==> config.mk <==
export PLATFORM = sky130hd
export DESIGN_NAME = uart_rx_flat
export DESIGN_NICKNAME = d
export VERILOG_FILES = /design/src/rtl/uart_rx_if.sv /design/src/rtl/uart_rx.sv /design/src/flat_wrapper.sv
export SDC_FILE = /design/constraint.sdc
export NUM_CORES = 1
export LEC_CHECK = 0
export BUFFER_PORTS_ARGS = -buffer_cell sky130_fd_sc_hd__clkbuf_2
export CAP_MARGIN = 20
export CORE_ASPECT_RATIO = 0.6
export CORE_MARGIN = 1
export CORE_UTILIZATION = 40
export CTS_CLUSTER_SIZE = 8
export DETAILED_ROUTE_END_ITERATION = 16
export PLACE_DENSITY_LB_ADDON = 0.12
export SETUP_SLACK_MARGIN = 0.4
export SYNTH_ARGS = -nofsm -noshare
export SYNTH_HDL_FRONTEND = slang
export SYNTH_SLANG_ARGS = --single-unit
==> constraint.sdc <==
create_clock -name clk -period 3.4 [get_ports clk]
set_input_delay 0.34 -clock clk [delete_from_list [all_inputs] [get_ports clk]]
set_output_delay 0.34 -clock clk [all_outputs]
set_load 0.02 [all_outputs]
==> src/rtl/uart_rx_if.sv <==
// Receiver-side bundle: serial line, baud tick, enable in; recovered byte and status strobes out.
interface uart_rx_if #(
  parameter int unsigned DATAWIDTH = 8
);
  logic                 rx_en;
  logic                 rx;
  logic                 s_tick;
  logic [DATAWIDTH-1:0] dout;
  logic                 rx_done;
  logic                 rx_busy;
  logic                 frame_err;

  modport master (
    output rx_en, rx, s_tick,
    input  dout, rx_done, rx_busy, frame_err
  );

  modport slave (
    input  rx_en, rx, s_tick,
    output dout, rx_done, rx_busy, frame_err
  );
endinterface

==> src/rtl/uart_rx.sv <==
// Oversampling 8N1 UART receiver driven by the shared s_tick baud strobe.
module uart_rx #(
  parameter int unsigned DATAWIDTH = 8,
  parameter int unsigned SB_TICK   = 16
) (
  input logic      clk,
  input logic      rx_rst,
  uart_rx_if.slave bus
);

  localparam int unsigned SW = (SB_TICK > 1) ? $clog2(SB_TICK) : 1;
  localparam int unsigned NW = (DATAWIDTH > 1) ? $clog2(DATAWIDTH) : 1;

  localparam logic [SW-1:0] SHalf = SW'(SB_TICK / 2 - 1);
  localparam logic [SW-1:0] SLast = SW'(SB_TICK - 1);
  localparam logic [NW-1:0] NLast = NW'(DATAWIDTH - 1);

  typedef enum logic [2:0] {
    StIdle,
    StStart,
    StData,
    StStop,
    StBreak
  } state_e;

  state_e               state_q, state_d;
  logic [SW-1:0]        s_q, s_d;
  logic [NW-1:0]        n_q, n_d;
  logic [DATAWIDTH-1:0] shift_q, shift_d;
  logic [DATAWIDTH-1:0] dout_q, dout_d;
  logic                 done_q, done_d;
  logic                 ferr_q, ferr_d;
  logic                 busy_q, busy_d;
  logic [1:0]           sync_q;
  logic                 rx_s;

  // Two-flop synchronizer; keeps running even while rx_en is low.
  always_ff @(posedge clk) begin
    if (rx_rst) begin
      sync_q <= 2'b11;
    end else begin
      sync_q <= {sync_q[0], bus.rx};
    end
  end

  assign rx_s = sync_q[1];

  // Next-state logic; every branch that leaves a state on a tick consumes that tick.
  always_comb begin
    state_d = state_q;
    s_d     = s_q;
    n_d     = n_q;
    shift_d = shift_q;
    dout_d  = dout_q;
    done_d  = 1'b0;
    ferr_d  = 1'b0;

    if (bus.rx_en) begin
      unique case (state_q)
        StIdle: begin
          if (!rx_s) begin
            s_d     = '0;
            state_d = StStart;
          end
        end
        StStart: begin
          if (bus.s_tick) begin
            if (s_q == SHalf) begin
              if (!rx_s) begin
                s_d     = '0;
                n_d     = '0;
                state_d = StData;
              end else begin
                // Start bit did not survive to its midpoint: treat as a glitch.
                state_d = StIdle;
              end
            end else begin
              s_d = s_q + 1'b1;
            end
          end
        end
        StData: begin
          if (bus.s_tick) begin
            if (s_q == SLast) begin
              s_d     = '0;
              shift_d = {rx_s, shift_q[DATAWIDTH-1:1]};
              if (n_q == NLast) begin
                state_d = StStop;
              end else begin
                n_d = n_q + 1'b1;
              end
            end else begin
              s_d = s_q + 1'b1;
            end
          end
        end
        StStop: begin
          if (bus.s_tick) begin
            if (s_q == SLast) begin
              s_d = '0;
              if (rx_s) begin
                dout_d  = shift_q;
                done_d  = 1'b1;
                state_d = StIdle;
              end else begin
                ferr_d  = 1'b1;
                state_d = StBreak;
              end
            end else begin
              s_d = s_q + 1'b1;
            end
          end
        end
        StBreak: begin
          // A line held low must go high again before another start is accepted.
          if (rx_s) begin
            state_d = StIdle;
          end
        end
        default: state_d = StIdle;
      endcase
    end

    busy_d = (state_d != StIdle);
  end

  // State, counters, data and registered strobes.
  always_ff @(posedge clk) begin
    if (rx_rst) begin
      state_q <= StIdle;
      s_q     <= '0;
      n_q     <= '0;
      shift_q <= '0;
      dout_q  <= '0;
      done_q  <= 1'b0;
      ferr_q  <= 1'b0;
      busy_q  <= 1'b0;
    end else begin
      state_q <= state_d;
      s_q     <= s_d;
      n_q     <= n_d;
      shift_q <= shift_d;
      dout_q  <= dout_d;
      done_q  <= done_d;
      ferr_q  <= ferr_d;
      busy_q  <= busy_d;
    end
  end

  assign bus.dout      = dout_q;
  assign bus.rx_done   = done_q;
  assign bus.rx_busy   = busy_q;
  assign bus.frame_err = ferr_q;

endmodule

==> src/flat_wrapper.sv <==
// flat-port wrapper written by rule: the top's interface ports become plain ports
module uart_rx_flat 
#(
  parameter int unsigned DATAWIDTH = 8,
  parameter int unsigned SB_TICK   = 16
)
  (clk, rx_rst, bus_rx_en, bus_rx, bus_s_tick, bus_dout, bus_rx_done, bus_rx_busy, bus_frame_err);
  uart_rx_if #(.DATAWIDTH(DATAWIDTH)) bus_i ();
  input logic clk;
  input logic rx_rst;
  input wire logic [$bits(bus_i.rx_en)-1:0] bus_rx_en;
  input wire logic [$bits(bus_i.rx)-1:0] bus_rx;
  input wire logic [$bits(bus_i.s_tick)-1:0] bus_s_tick;
  output wire logic [$bits(bus_i.dout)-1:0] bus_dout;
  output wire logic [$bits(bus_i.rx_done)-1:0] bus_rx_done;
  output wire logic [$bits(bus_i.rx_busy)-1:0] bus_rx_busy;
  output wire logic [$bits(bus_i.frame_err)-1:0] bus_frame_err;
  assign bus_i.rx_en = bus_rx_en;
  assign bus_i.rx = bus_rx;
  assign bus_i.s_tick = bus_s_tick;
  assign bus_dout = bus_i.dout;
  assign bus_rx_done = bus_i.rx_done;
  assign bus_rx_busy = bus_i.rx_busy;
  assign bus_frame_err = bus_i.frame_err;
  uart_rx #(.DATAWIDTH(DATAWIDTH), .SB_TICK(SB_TICK)) u_core (.clk(clk), .rx_rst(rx_rst), .bus(bus_i));
endmodule
=== Word level (Yosys, flattened, before mapping) ===
Cells that the tools add are included.
Widths: inputs -> output; s select.

* Bits in registers: 31
* Bits of input ports: 5
* Output and inout bits: 11

* Add/subtract/negate cells: 2
* Eq/ne operators: 14
* Mux-type cells: 28
* Bitwise operators: 4
* Reductions and logical operators: 10

{| class="wikitable"
|+ Operators by type and width
! operator !! count
|-
| $mux 3 || 17
|-
| $mux 4 || 5
|-
| $pmux 3 s5 || 1
|-
| $pmux 4 s3 || 1
|-
| $ne 2x2->1 const B || 4
|-
| $reduce_and 4->1 || 2
|-
| $reduce_and 8->1 || 1
|-
| $eq 3x2->1 const B || 2
|-
| $eq 3x3->1 const B || 2
|-
| $ne 2x1->1 const B || 3
|-
| $pmux 3 s2 || 1
|-
| $reduce_bool 3->1 || 2
|-
| $reduce_and 5->1 || 1
|-
| $reduce_or 5->1 || 1
|-
| $add 4x1->4 const B || 1
|-
| $eq 4x3->1 const B || 1
|-
| $eq 4x4->1 const B || 1
|-
| $not 1->1 || 4
|-
| $add 3x1->3 const B || 1
|-
| $eq 3x1->1 const B || 1
|-
| $logic_not 3->1 || 1
|-
| $mux 1 || 2
|-
| $mux 2 || 1
|-
| $reduce_bool 2->1 || 1
|-
| $reduce_or 2->1 || 1
|}

=== Depth between registers and ports, before layout ===
* Depth after elaboration: 7
* Depth in mapped cells: 7
* Depth with buffers taken out: 6

=== Least setup slack after synthesis ===
Ideal clock, no wire load.

* Path kind: reg2reg
* Start: reg u_core.s_q[0]
* End: reg u_core.busy_q, in the netlist u_core.bus.rx_busy
* Setup time: 0.147 ns
* Data arrival time: 1.420 ns
* Required time: 3.253 ns
* Path slack: 1.833 ns
* Cell stages (with the launch flop): 7
* Buffers on the path: 1
* Period minus slack after synthesis: 1.567 ns
* Cells stage by stage: dfxtp_1 ha_1 and4_2 clkbuf_1 and3_1 o31ai_1 o311ai_0

* Longest elaborated chain between the ends: 6
* Elaborated cells on any way between the ends: 11
* Classes of those cells: eq/ne (2); mux (8); reduce/logical (1)

{| class="wikitable"
|+ Ends and longest elaborated chain
! item !! RTL line !! text
|-
| from (decl) || uart_rx.sv:27 || <nowiki>logic [SW-1:0] s_q, s_d;</nowiki>
|-
| from (signal assigned) || uart_rx.sv:131 || <nowiki>s_q <= '0;</nowiki>
|-
| from (signal assigned) || uart_rx.sv:140 || <nowiki>s_q <= s_d;</nowiki>
|-
| $eq 4x4->1 or $eq 4x3->1 (tied branches) || uart_rx.sv:84, uart_rx.sv:99, uart_rx.sv:68 ||
|-
| $mux 3 (on tied branches) || uart_rx.sv:99, uart_rx.sv:84, uart_rx.sv:68 ||
|-
| $mux 3 (on tied branches) || uart_rx.sv:98, uart_rx.sv:83, uart_rx.sv:67 ||
|-
| $pmux 3 s5 * || uart_rx.sv:59 || <nowiki>unique case (state_q)</nowiki>
|-
| $mux 3 * || uart_rx.sv:58 || <nowiki>if (bus.rx_en) begin</nowiki>
|-
| $reduce_bool 3->1 * || uart_rx.sv:124 || <nowiki>busy_d = (state_d != StIdle);</nowiki>
|-
| to (signal assigned) || uart_rx.sv:146 || <nowiki>busy_q <= busy_d;</nowiki>
|-
| to (decl) || uart_rx.sv:33 || <nowiki>logic busy_q, busy_d;</nowiki>
|}

Every way passes the cells marked *; elsewhere a longest branch is shown, timed or not.
A chain may end at the register's enable or synchronous reset.

=== Worst setup path after layout ===
* Start: reg u_core.state_q[2]
* End: reg u_core.shift_q[5]

* Longest elaborated chain between the ends: 2

{| class="wikitable"
|+ Ends and longest elaborated chain
! item !! RTL line !! text
|-
| from (decl) || uart_rx.sv:26 || <nowiki>state_e state_q, state_d;</nowiki>
|-
| from (signal assigned) || uart_rx.sv:130 || <nowiki>state_q <= StIdle;</nowiki>
|-
| from (signal assigned) || uart_rx.sv:139 || <nowiki>state_q <= state_d;</nowiki>
|-
| $eq 3x2->1 || uart_rx.sv:59 ||
|-
| $reduce_and 4->1 (no line) || -- ||
|-
| to (signal assigned) || uart_rx.sv:142 || <nowiki>shift_q <= shift_d;</nowiki>
|-
| to (decl) || uart_rx.sv:29 || <nowiki>logic [DATAWIDTH-1:0] shift_q, shift_d;</nowiki>
|}

No other way between the ends.

==> reports/metrics.cfg <==
[worst_setup_path]
crit_type=reg -> reg
required_ps=3550
cpLargestDelayFamily=simple AND/OR/NAND/NOR gates
r2r_slack_ps=1240
crit_buf_inv=0
start_kind=flop
path_cells=nor2b_1, nand4b_1, mux2i_1, nor2_1
critPathMaxStageDelay_ps=620
crit_fanout=13
r2r_cells=4
critical_path.slowest_cell=nand4b_1
timing.rr.start=u_core.state_q[2]
reg2reg_to=u_core.shift_q[5]
worstPathArrival_ps=2310
critPathCaptureType=flop

[yosys]
syn_nets=175
yosys_register_bits=31
synth-async-reset-ratio=0
synth_cell_types=45
yosysWarnings=0
ys_seq_area_frac=0.410
syn-cell-area_um2=1520
syn_avg_cell_area_um2=9.07
synth-edff-count=0
synthesis.instances=167
synthFlopType=dfxtp_1

[timing]
worstMarginPinSlew_ps=700
finalCritPeriodShare=0.636
tns_ps=0
layout_min_cycle_time_ps=2160
skew_ps=7.95
fmax_mhz=462
setup_viol_count_final=0
hold_viol=0
final_max_slew_viol_count=0
rsz0062_at_grt=no
relSlewSlack=0.533

[worst_hold_path]
hold_class=in -> reg
min_to=u_core.sync_q[0]
min_path_cells=2
worstHoldStart=bus_rx

[placed_design]
place_area_um2=1570
numPortBuffers=15
hpwlAfterDp_um=2090
gp_congestion=0.923

[route]
drcViolationCount=0
drtIter0Drc=81
vias=1204
avgViaCountPerCell=5.42
drtAntennaViolNets=0
first_pass_iters=4
routed_wl_um=3000
wl_per_cell_um=13.5

[floorplan]
start_util=0.443
die_x_um=81.5
die_h_um=49.7
ios=16
core_area_um2=3420
rows=16
dieArea_um2=4050

[power]
p_per_area_nw_per_um2=460
p_total_uw=777
power_leakage_nw=0.781
vdd.ir_drop.worst_v=0.000232

[final_layout]
drive_gt1_frac=0.192
final_util=0.493
layout.nets=184
antenna_cells=0
area_growth_pct=11.3
design_area_um2=1690

[cts]
clk_transition_reported_paths_ps=70
cts_made_buffers=5
cts_tree=yes
cts_hold_buf=0
cts_resized=0
postCtsSetupRepairBufs=0
cts.sinks=31
clk_latency_ps=280
clock-root-buffer=clkbuf_8
htreeDepth=2
clock_path_buffers=2

[global_route]
antenna_found_initial=0
grt_pass1_wl_um=5420
grt_pass1_vias=1165
grt-ovfl-total=0
grt_max_degree=34
track_usage=0.179

[flow_run]
maxCapViolations=0

[status]
outcome=finished, final reports clean

Yosys cell counts, types with 2 or more instances:
cell | n | area (um2)
a211oi_1 | 3 | 22.5
a21oi_1 | 8 | 40.0
a31oi_1 | 3 | 18.8
and2_1 | 4 | 25.0
and3_1 | 2 | 12.5
buf_2 | 2 | 10.0
buf_4 | 5 | 37.5
clkbuf_1 | 5 | 18.8
dfxtp_1 | 31 | 621
ha_1 | 3 | 37.5
inv_1 | 4 | 15.0
mux2i_1 | 18 | 180
nand2_1 | 9 | 33.8
nand2b_1 | 4 | 25.0
nand4_1 | 4 | 25.0
nor2_1 | 23 | 86.3
nor2b_1 | 2 | 12.5
nor3_1 | 2 | 10.0
nor4_1 | 2 | 12.5
o21ai_0 | 5 | 25.0
o21bai_1 | 2 | 15.0
or2_2 | 3 | 18.8
area by class of cell:
cell class	instances	area [um2]
clock buffers	6	82.6
clock inverters	2	35.0
well taps	45	56.3
fillers	319	1740
multi-input cells	119	802
repair buffers	15	75.1
inverters	4	15.0
flip-flops and latches	31	621
worst max-delay path by stage:
| stage | from | endpoint | slack (ps) | cells past startpoint |
|---|---|---|---|---|
| floorplan | u_core.s_q[0] | u_core.bus.rx_busy | 1830 | 6 |
| global placement | bus_rx_en | u_core.shift_q[5] | 1240 | 5 |
| detailed placement | bus_rx_en | u_core.shift_q[5] | 1220 | 5 |
| CTS | u_core.state_q[2] | u_core.shift_q[5] | 1260 | 4 |
| global route | u_core.state_q[2] | u_core.shift_q[5] | 1080 | 4 |
| finish | u_core.state_q[2] | u_core.shift_q[5] | 1240 | 4 |
metal layers:
metal	vias up	part of all wire	global-route usage
met5	-	0	0
met4	0	0.010	0.0595
met3	5	0.066	0.0685
met2	41	0.41	0.242
met1	543	0.52	0.255
li1	615	-	-
worst register-to-register path: cells and delay by family, from the launching register on:
kind             cells  cell delay [ps]
DFF                  1              430
muxes                1              340
and+or+nand+nor      3             1250
cells by family after synthesis:
family	count (synthesis)	synth area share
multiplexers	18	0.119
AO/OA/AOI/OAI	29	0.125
buffers and inverters	17	0.0611
XOR/XNOR	1	0.00578
adder cells (fa/ha/maj)	3	0.0248
flip-flops	31	0.410
AND/OR/NAND/NOR	68	0.255
per-stage QoR:
stage	std cells	worst slack, ps	hold WS, ps
floorplan	167	1830	389
finish	222	1240	241
global placement	214	1240	399
global route	222	1080	241
CTS	222	1260	235
detailed placement	214	1220	412
flip-flops by register name, summed over array words and instances (netlist names), 2 cells and up:
signal and count:
u_core.sync_q 2, u_core.s_q 4, u_core.shift_q 8, u_core.n_q 3, u_core.bus.dout 8, u_core.state_q 3
cells in the final DEF (no fill, tap or decap), types with 2 or more instances in the layout:
cell type  instances
a211oi_1           3
a21oi_1            8
a31oi_1            3
and2_1             4
and3_1             2
clkbuf_2          15
clkbuf_8           6
dfxtp_1           31
ha_1               3
inv_1              4
mux2i_1           18
nand2_1            9
nand2b_1           4
nand4_1            4
nor2_1            23
nor2b_1            2
nor3_1             2
nor4_1             2
o21ai_0            5
o21bai_1           2
or2_2              3
power by group:
group / internal (mW) / leakage (nW) / switching [mW] / total (mW)
registers: 0.366 / 0.250 / 0.00532 / 0.371
clock network: 0.237 / 0.0612 / 0.136 / 0.373
logic: 0.0124 / 0.470 / 0.0198 / 0.0322
total: 0.615 / 0.781 / 0.161 / 0.777
Power figures use the tool's default switching activity.
